[src/rtl/disp_arbiter.sv]
// disp_arbiter: round-robin owner of the two-digit seven-segment display.
// Drives the free-running digit scan and the nibble fed to disp_mod.
module disp_arbiter #(
  parameter int SCAN_DIV    = 1_250_000,
  parameter int HOLD_FRAMES = 4
) (
  input  logic       CLK,
  input  logic       RST,
  input  logic [1:0] REQ,
  input  logic [7:0] VAL0,
  input  logic [7:0] VAL1,
  output logic [1:0] GNT,
  output logic       CA,
  output logic [3:0] DIGIT,
  output logic       BLANK
);
  localparam int CW = (SCAN_DIV > 1) ? $clog2(SCAN_DIV) : 1;
  localparam int FW = (HOLD_FRAMES > 1) ? $clog2(HOLD_FRAMES) : 1;
  localparam logic [CW-1:0] CMAX = CW'(SCAN_DIV - 1);
  localparam logic [FW-1:0] FMAX = FW'(HOLD_FRAMES - 1);

  typedef enum logic {IDLE, SHOW} state_t;

  state_t        state_q, state_d;
  logic [CW-1:0] cnt_q;
  logic          ca_q;
  logic          owner_q, owner_d;
  logic          rr_q, rr_d;
  logic [FW-1:0] frm_q, frm_d;
  logic [7:0]    shadow_q, shadow_d;
  logic          tick, frame_end, k, mine, other, sw;

  assign tick      = (cnt_q == CMAX);
  assign frame_end = tick && ca_q;

  always_ff @(posedge CLK) begin
    if (RST) begin
      cnt_q    <= '0;
      ca_q     <= 1'b0;
      state_q  <= IDLE;
      owner_q  <= 1'b0;
      rr_q     <= 1'b0;
      frm_q    <= '0;
      shadow_q <= 8'h00;
    end else begin
      cnt_q    <= tick ? '0 : cnt_q + CW'(1);
      ca_q     <= ca_q ^ tick;
      state_q  <= state_d;
      owner_q  <= owner_d;
      rr_q     <= rr_d;
      frm_q    <= frm_d;
      shadow_q <= shadow_d;
    end
  end

  // Ownership only changes on a frame boundary once granted, so frames are never cut short.
  always_comb begin
    state_d  = state_q;
    owner_d  = owner_q;
    rr_d     = rr_q;
    frm_d    = frm_q;
    shadow_d = shadow_q;
    k        = (REQ == 2'b11) ? rr_q : REQ[1];
    mine     = REQ[owner_q];
    other    = REQ[~owner_q];
    sw       = other && (!mine || frm_q == FMAX);
    if (state_q == IDLE) begin
      if (|REQ) begin
        state_d  = SHOW;
        owner_d  = k;
        shadow_d = k ? VAL1 : VAL0;
        frm_d    = '0;
        rr_d     = ~k;
      end
    end else if (frame_end) begin
      if (sw) begin
        owner_d  = ~owner_q;
        shadow_d = owner_q ? VAL0 : VAL1;
        frm_d    = '0;
        rr_d     = owner_q;
      end else if (!mine) begin
        state_d = IDLE;
      end else begin
        shadow_d = owner_q ? VAL1 : VAL0;
        frm_d    = (frm_q == FMAX) ? frm_q : frm_q + FW'(1);
      end
    end
  end

  assign GNT   = (state_q == SHOW) ? (owner_q ? 2'b10 : 2'b01) : 2'b00;
  assign BLANK = (state_q == IDLE);
  assign CA    = ca_q;
  assign DIGIT = BLANK ? 4'h0 : (ca_q ? shadow_q[7:4] : shadow_q[3:0]);
endmodule
[config.mk]
export PLATFORM = sky130hd
export DESIGN_NAME = disp_arbiter
export DESIGN_NICKNAME = d
export VERILOG_FILES = /design/src/rtl/disp_arbiter.sv
export SDC_FILE = /design/constraint.sdc
export NUM_CORES = 1
export LEC_CHECK = 0
export ABC_AREA = 1
export BUFFER_PORTS_ARGS = -buffer_cell sky130_fd_sc_hd__buf_2
export CORE_UTILIZATION = 35
export DETAILED_ROUTE_END_ITERATION = 16
export GPL_ROUTABILITY_DRIVEN = 0
export PLACE_DENSITY = 0.64
export SLEW_MARGIN = 20
export SYNTH_ARGS = -nofsm -noshare
export SYNTH_HDL_FRONTEND = slang
export SYNTH_SLANG_ARGS = --single-unit
[constraint.sdc]
create_clock -name CLK -period 2.9 [get_ports CLK]
set_input_delay 0.58 -clock CLK [delete_from_list [all_inputs] [get_ports CLK]]
set_output_delay 0.58 -clock CLK [all_outputs]
set_load 0.01 [all_outputs]
# --- After elaboration in Yosys (flattened, before gate mapping) ---
# Index checks and enable logic that the tools add are counted.
word_totals:
  out_inout_bits: 8
  wordCells: 68
  regBits: 35
  input_bits: 20
classes:
  n_lt_le_gt_ge: 2
  n_addsub: 2
  n_bitwise: 4
  n_reduce_logical: 10
  n_eq_ne: 7
  mux: 36
op_table:
  columns: ["operator", "n"]
  rows:
  - ["2-to-1 mux 8 bit", 8]
  - ["adder 21 x 1 -> 21 bit, second input constant", 1]
  - ["equality test 21 bit, second input constant", 1]
  - ["2-to-1 mux 1 bit", 18]
  - ["2-to-1 mux 2 bit", 8]
  - ["2-to-1 mux 4 bit", 2]
  - ["AND reduction 3 bit", 2]
  - ["equality test 2 bit, second input constant", 2]
  - ["< comparator 1 x 2 -> 1 bit, second input constant", 2]
  - ["inequality test 2 x 1 -> 1 bit, second input constant", 2]
  - ["AND reduction 4 bit", 1]
  - ["OR reduction 2 bit", 2]
  - ["inequality test 3 x 1 -> 1 bit, second input constant", 1]
  - ["inequality test 3 bit, second input constant", 1]
  - ["inverter 1 bit", 3]
  - ["adder 2 x 1 -> 2 bit, second input constant", 1]
  - ["logical AND 1 bit", 2]
  - ["nonzero test 2 bit", 1]
  - ["zero test 1 bit", 1]
  - ["logical OR 1 bit", 1]
  - ["XOR 1 bit", 1]

# --- Longest topological paths before layout ---
logic_depth:
  ltp_word: 8
  mapped_depth: 15
  ltp_nobuf: 15

# --- Worst setup path before layout ---
# Ideal clock, no wire load.
synth_timing:
  path_kind: "flip-flop to flip-flop"
  startpoint: "register cnt_q[0]"
  endpoint: "register frm_q[1]"
  required_ns: 2.789
  stages_incl_launch_ff: 16
  synth_period_minus_slack_ns: 2.132
  path_buffers: 1
  t_arrival_ns: 2.020
  setup_slack_ns: 0.768
  setup_time_ns: 0.111
  path_cell_list: "dfxtp_1 > ha_1 > inv_1 > nor2_4 > inv_2 > or2_2 > nor2_1 > ha_1 > inv_1 > nand2_1 > nand2_2 > inv_1 > buf_6 > a21boi_1 > nor2_1 > nor2_1"
synth_via:
  elab_chain_len: 4
synth_lines:
  columns: ["item", "line_no", "source"]
  rows:
  - ["start, declared", "25", "logic [CW-1:0] cnt_q;"]
  - ["start signal, assigned", "46", "cnt_q <= tick ? '0 : cnt_q + CW'(1);"]
  - ["equality test 21 bit", "33", "assign tick = (cnt_q == CMAX);"]
  - ["logical AND 1 bit", "34", "assign frame_end = tick && ca_q;"]
  - ["inequality test 2 x 1 -> 1 bit (no line)", null, null]
  - ["AND reduction 4 bit (no line)", null, null]
  - ["end signal, assigned", "51", "frm_q <= frm_d;"]
  - ["end, declared", "29", "logic [FW-1:0] frm_q, frm_d;"]
# Every way passes these cells.
# A chain may end at the register's enable or synchronous reset.

# --- Final worst setup path ---
# Ends and elaborated chain as after synthesis.

==> key figures <==
Setup path
  • R2r setup slk: 0.38 ns
  • Crit Path Max Fanout: 11
  • CP cell instances: ha_1, inv_1, nor2_4, inv_2, or2_2, nor2_1, ha_1, inv_1, nand2_1, nand2_2, inv_1, nand2_1, nor2_1, nor2_1, nor2_1
  • Setup CP Type: flip-flop to flip-flop
  • WP buf/inv: 4
  • Crit path DAT: 2.75 ns
  • CP max stage delay: 0.40 ns
  • Worst Reg-to-Reg Cells: 15
  • CP Capture Type: flip-flop
  • Critical path's top delay family: simple AND/OR/NAND/NOR gates
  • Crit path top cell by count: nor2_1
  • Crit path launch type: flip-flop
  • Worst r2r dst: frm_q[1]
  • CP max stage cell: dfxtp_1
  • Origin of the critical flop-to-flop path: cnt_q[0]
  • Critical Path RT: 3.13 ns

GRT
  • First-pass GRT wire length: 9400 microns
  • Largest net degree at the start of global routing: 26
  • Number of global-route vias before repair: 2,157
  • GR Util All Layers: 16.2%
  • GRT overflow: 0
  • Initial antenna violation count: 0

Floorplan
  • Die area: 6900 sq um
  • Row Count: 29
  • I/O pin count: 28
  • Die Width: 83.1 microns
  • Starting Density: 36.2%
  • Die Ht: 83.1 microns
  • Core area: 6350 sq um

Timing
  • Rel. slew slack: 52.1%
  • Worst Max-Slew Pin Slew: 0.718 ns
  • Hold Violations, Final: 0
  • RSZ-0062 raised after global routing: false
  • # setup viols final: 0
  • Worst Skew: 0.00745 ns
  • Crit share post-route: 87.0%
  • Max Slew Vio Count: 0
  • Fin Setup TNS: 0 ns
  • Max Fclk: 396 MHz
  • Tmin final: 2.52 ns

Drt
  • DRT iter0 DRCs: 179
  • DRT antenna net count: 0
  • Vias: 2,413
  • Drt first pass iters: 4
  • Routed WL per cell: 11.5 microns
  • DR DRC count: 0
  • Final wirelength: 5550 microns
  • Via density: 5.02

Yosys
  • Net Count, Synth: 401
  • Sequential-to-total area share from yosys stat: 30.5%
  • Number of synthesized register bits: 35
  • Unique masters post-synth: 29
  • Cells after synthesis: 378
  • Syn avg cell area: 6.08 sq um
  • Mapped cell area: 2300 sq um
  • Yosys warning count: 0

Cells and area
  • # diodes: 0
  • Most frequent cells in the layout: nand2_1 (103), nor2_1 (78), dfxtp_1 (35)
  • Multi-input logic area: 1400 sq um
  • Commonest non-fill, non-tap cell in the layout: nand2_1
  • Post-layout util: 40.7%
  • Fill cells: 689
  • Post-Layout Inst Area: 2590 sq um
  • Final layout net count: 426
  • Area Overhead vs Synth: 12.5%
  • Layout cells sized above 1: 12.4%
  • Register Area: 701 sq um

Clocking
  • CTS tree: yes
  • Post-cts repair resize count: 0
  • Hold buffer count at CTS: 0
  • Clock latency on the worst-skew pair: 0.29 ns
  • Clock transition at path regs: 0.07 ns
  • Number of CTS-inserted buffers: 5
  • Level count of the clock H-tree: 2
  • Post-CTS setup buffers: 0
  • Root Buffer Master: clkbuf_8
  • Bufs on Longest Clock Path: 2
  • Clock sink count: 35

Power and ir drop
  • VDD IR max: 0.208 mV
  • Total Power: 1.16 mW
  • PD cells: 447 nW/um^2
  • Leak: 1.05 nW

Min path
  • HP Start: cnt_q[20]
  • Worst Hold Class: flip-flop to flip-flop
  • Hold Crit Endpoint: cnt_q[20]
  • Hold Path Depth: 2

Place
  • Port Buf Inserts: 27
  • Placement-stage cell area: 2470 sq um
  • HPWL after DPL: 4230 microns

Run
  • Max_cap viols: 0

Status
  • Outcome: completed
-- tightest hold or removal path, delay by kind of cell (launching register included) --
family          cells  cell delay [ns]
simple gates        1             0.06
flops               1             0.32
compound gates      1             0.05
-- registers in the layout, summed over array words and instances, names as in the netlist --
signal and cells:
rr_q 1, cnt_q 21, frm_q 2, state_q 1, owner_q 1, CA 1, shadow_q 8
-- Yosys cell counts, drive strengths merged --
cell type  count  share of area [%]
nor2          80                 13
inv           34                5.5
a21boi         1               0.33
o21ai         17                3.7
nand2        108                 19
clkbuf         2               0.33
buf            9                3.0
nor4           1               0.27
nand3         32                7.7
or2            5                1.4
a31oi          1               0.27
xor2           3                1.1
xnor2          3                1.1
nor3           2               0.44
a21oi         24                5.2
ha             3                1.6
nand4         10                2.7
o21a           8                2.6
dfxtp         35                 30
-- stage by stage --
stage | setup WS, ns | cells | hold WS [ns]
floorplan | 0.768 | 378 | 0.438
finish | 0.377 | 481 | 0.472
detailed placement | 0.390 | 473 | 0.462
CTS | 0.371 | 481 | 0.472
global placement | 0.506 | 473 | 0.447
global route | 0.142 | 481 | 0.506
-- power by group --
part	internal (mW)	total (mW)	leakage (nW)	switching, mW
registers	0.500	0.512	0.285	0.0118
logic	0.0682	0.192	0.700	0.123
clock network	0.278	0.455	0.0612	0.177
total	0.846	1.16	1.05	0.312
-- cells by family after synthesis --
family          share of synthesized area [%]
buf+inv                                  8.87
simple gates                             44.6
flops                                    30.5
compound gates                           12.1
xor+xnor                                 2.29
fa+ha+maj                                1.63
-- worst max path at each step --
stage                        start        to  slack [ns]  depth (start not counted)
after floorplan           cnt_q[0]  frm_q[1]        0.77                         15
after global placement    cnt_q[0]  frm_q[1]        0.51                         15
after detailed placement  cnt_q[0]  frm_q[1]        0.39                         15
after CTS                 cnt_q[0]  frm_q[1]        0.37                         15
after global routing      cnt_q[0]  frm_q[1]        0.14                         15
final                     cnt_q[0]  frm_q[1]        0.38                         15
-- final cells by class --
cell class                      instances  area share (%)
Multi-Input combinational cell        298            53.9
Sequential cell                        35            27.1
Timing Repair Buffer                   29            5.80
Inverter                               34            4.93
Tap cell                               77            3.72
Clock buffer                            6            3.19
Clock inverter                          2            1.35
-- metal layers --
metal / vias to the layer above / track usage [%] / part of all wire [%]
met4: 0 / 5.02 / 1.5
met3: 10 / 2.98 / 4.1
met1: 1089 / 21.7 / 49
met2: 55 / 26.2 / 46
li1: 1259 / - / -
met5: - / 0 / 0
Note: power is estimated with default switching activity, not from simulation.
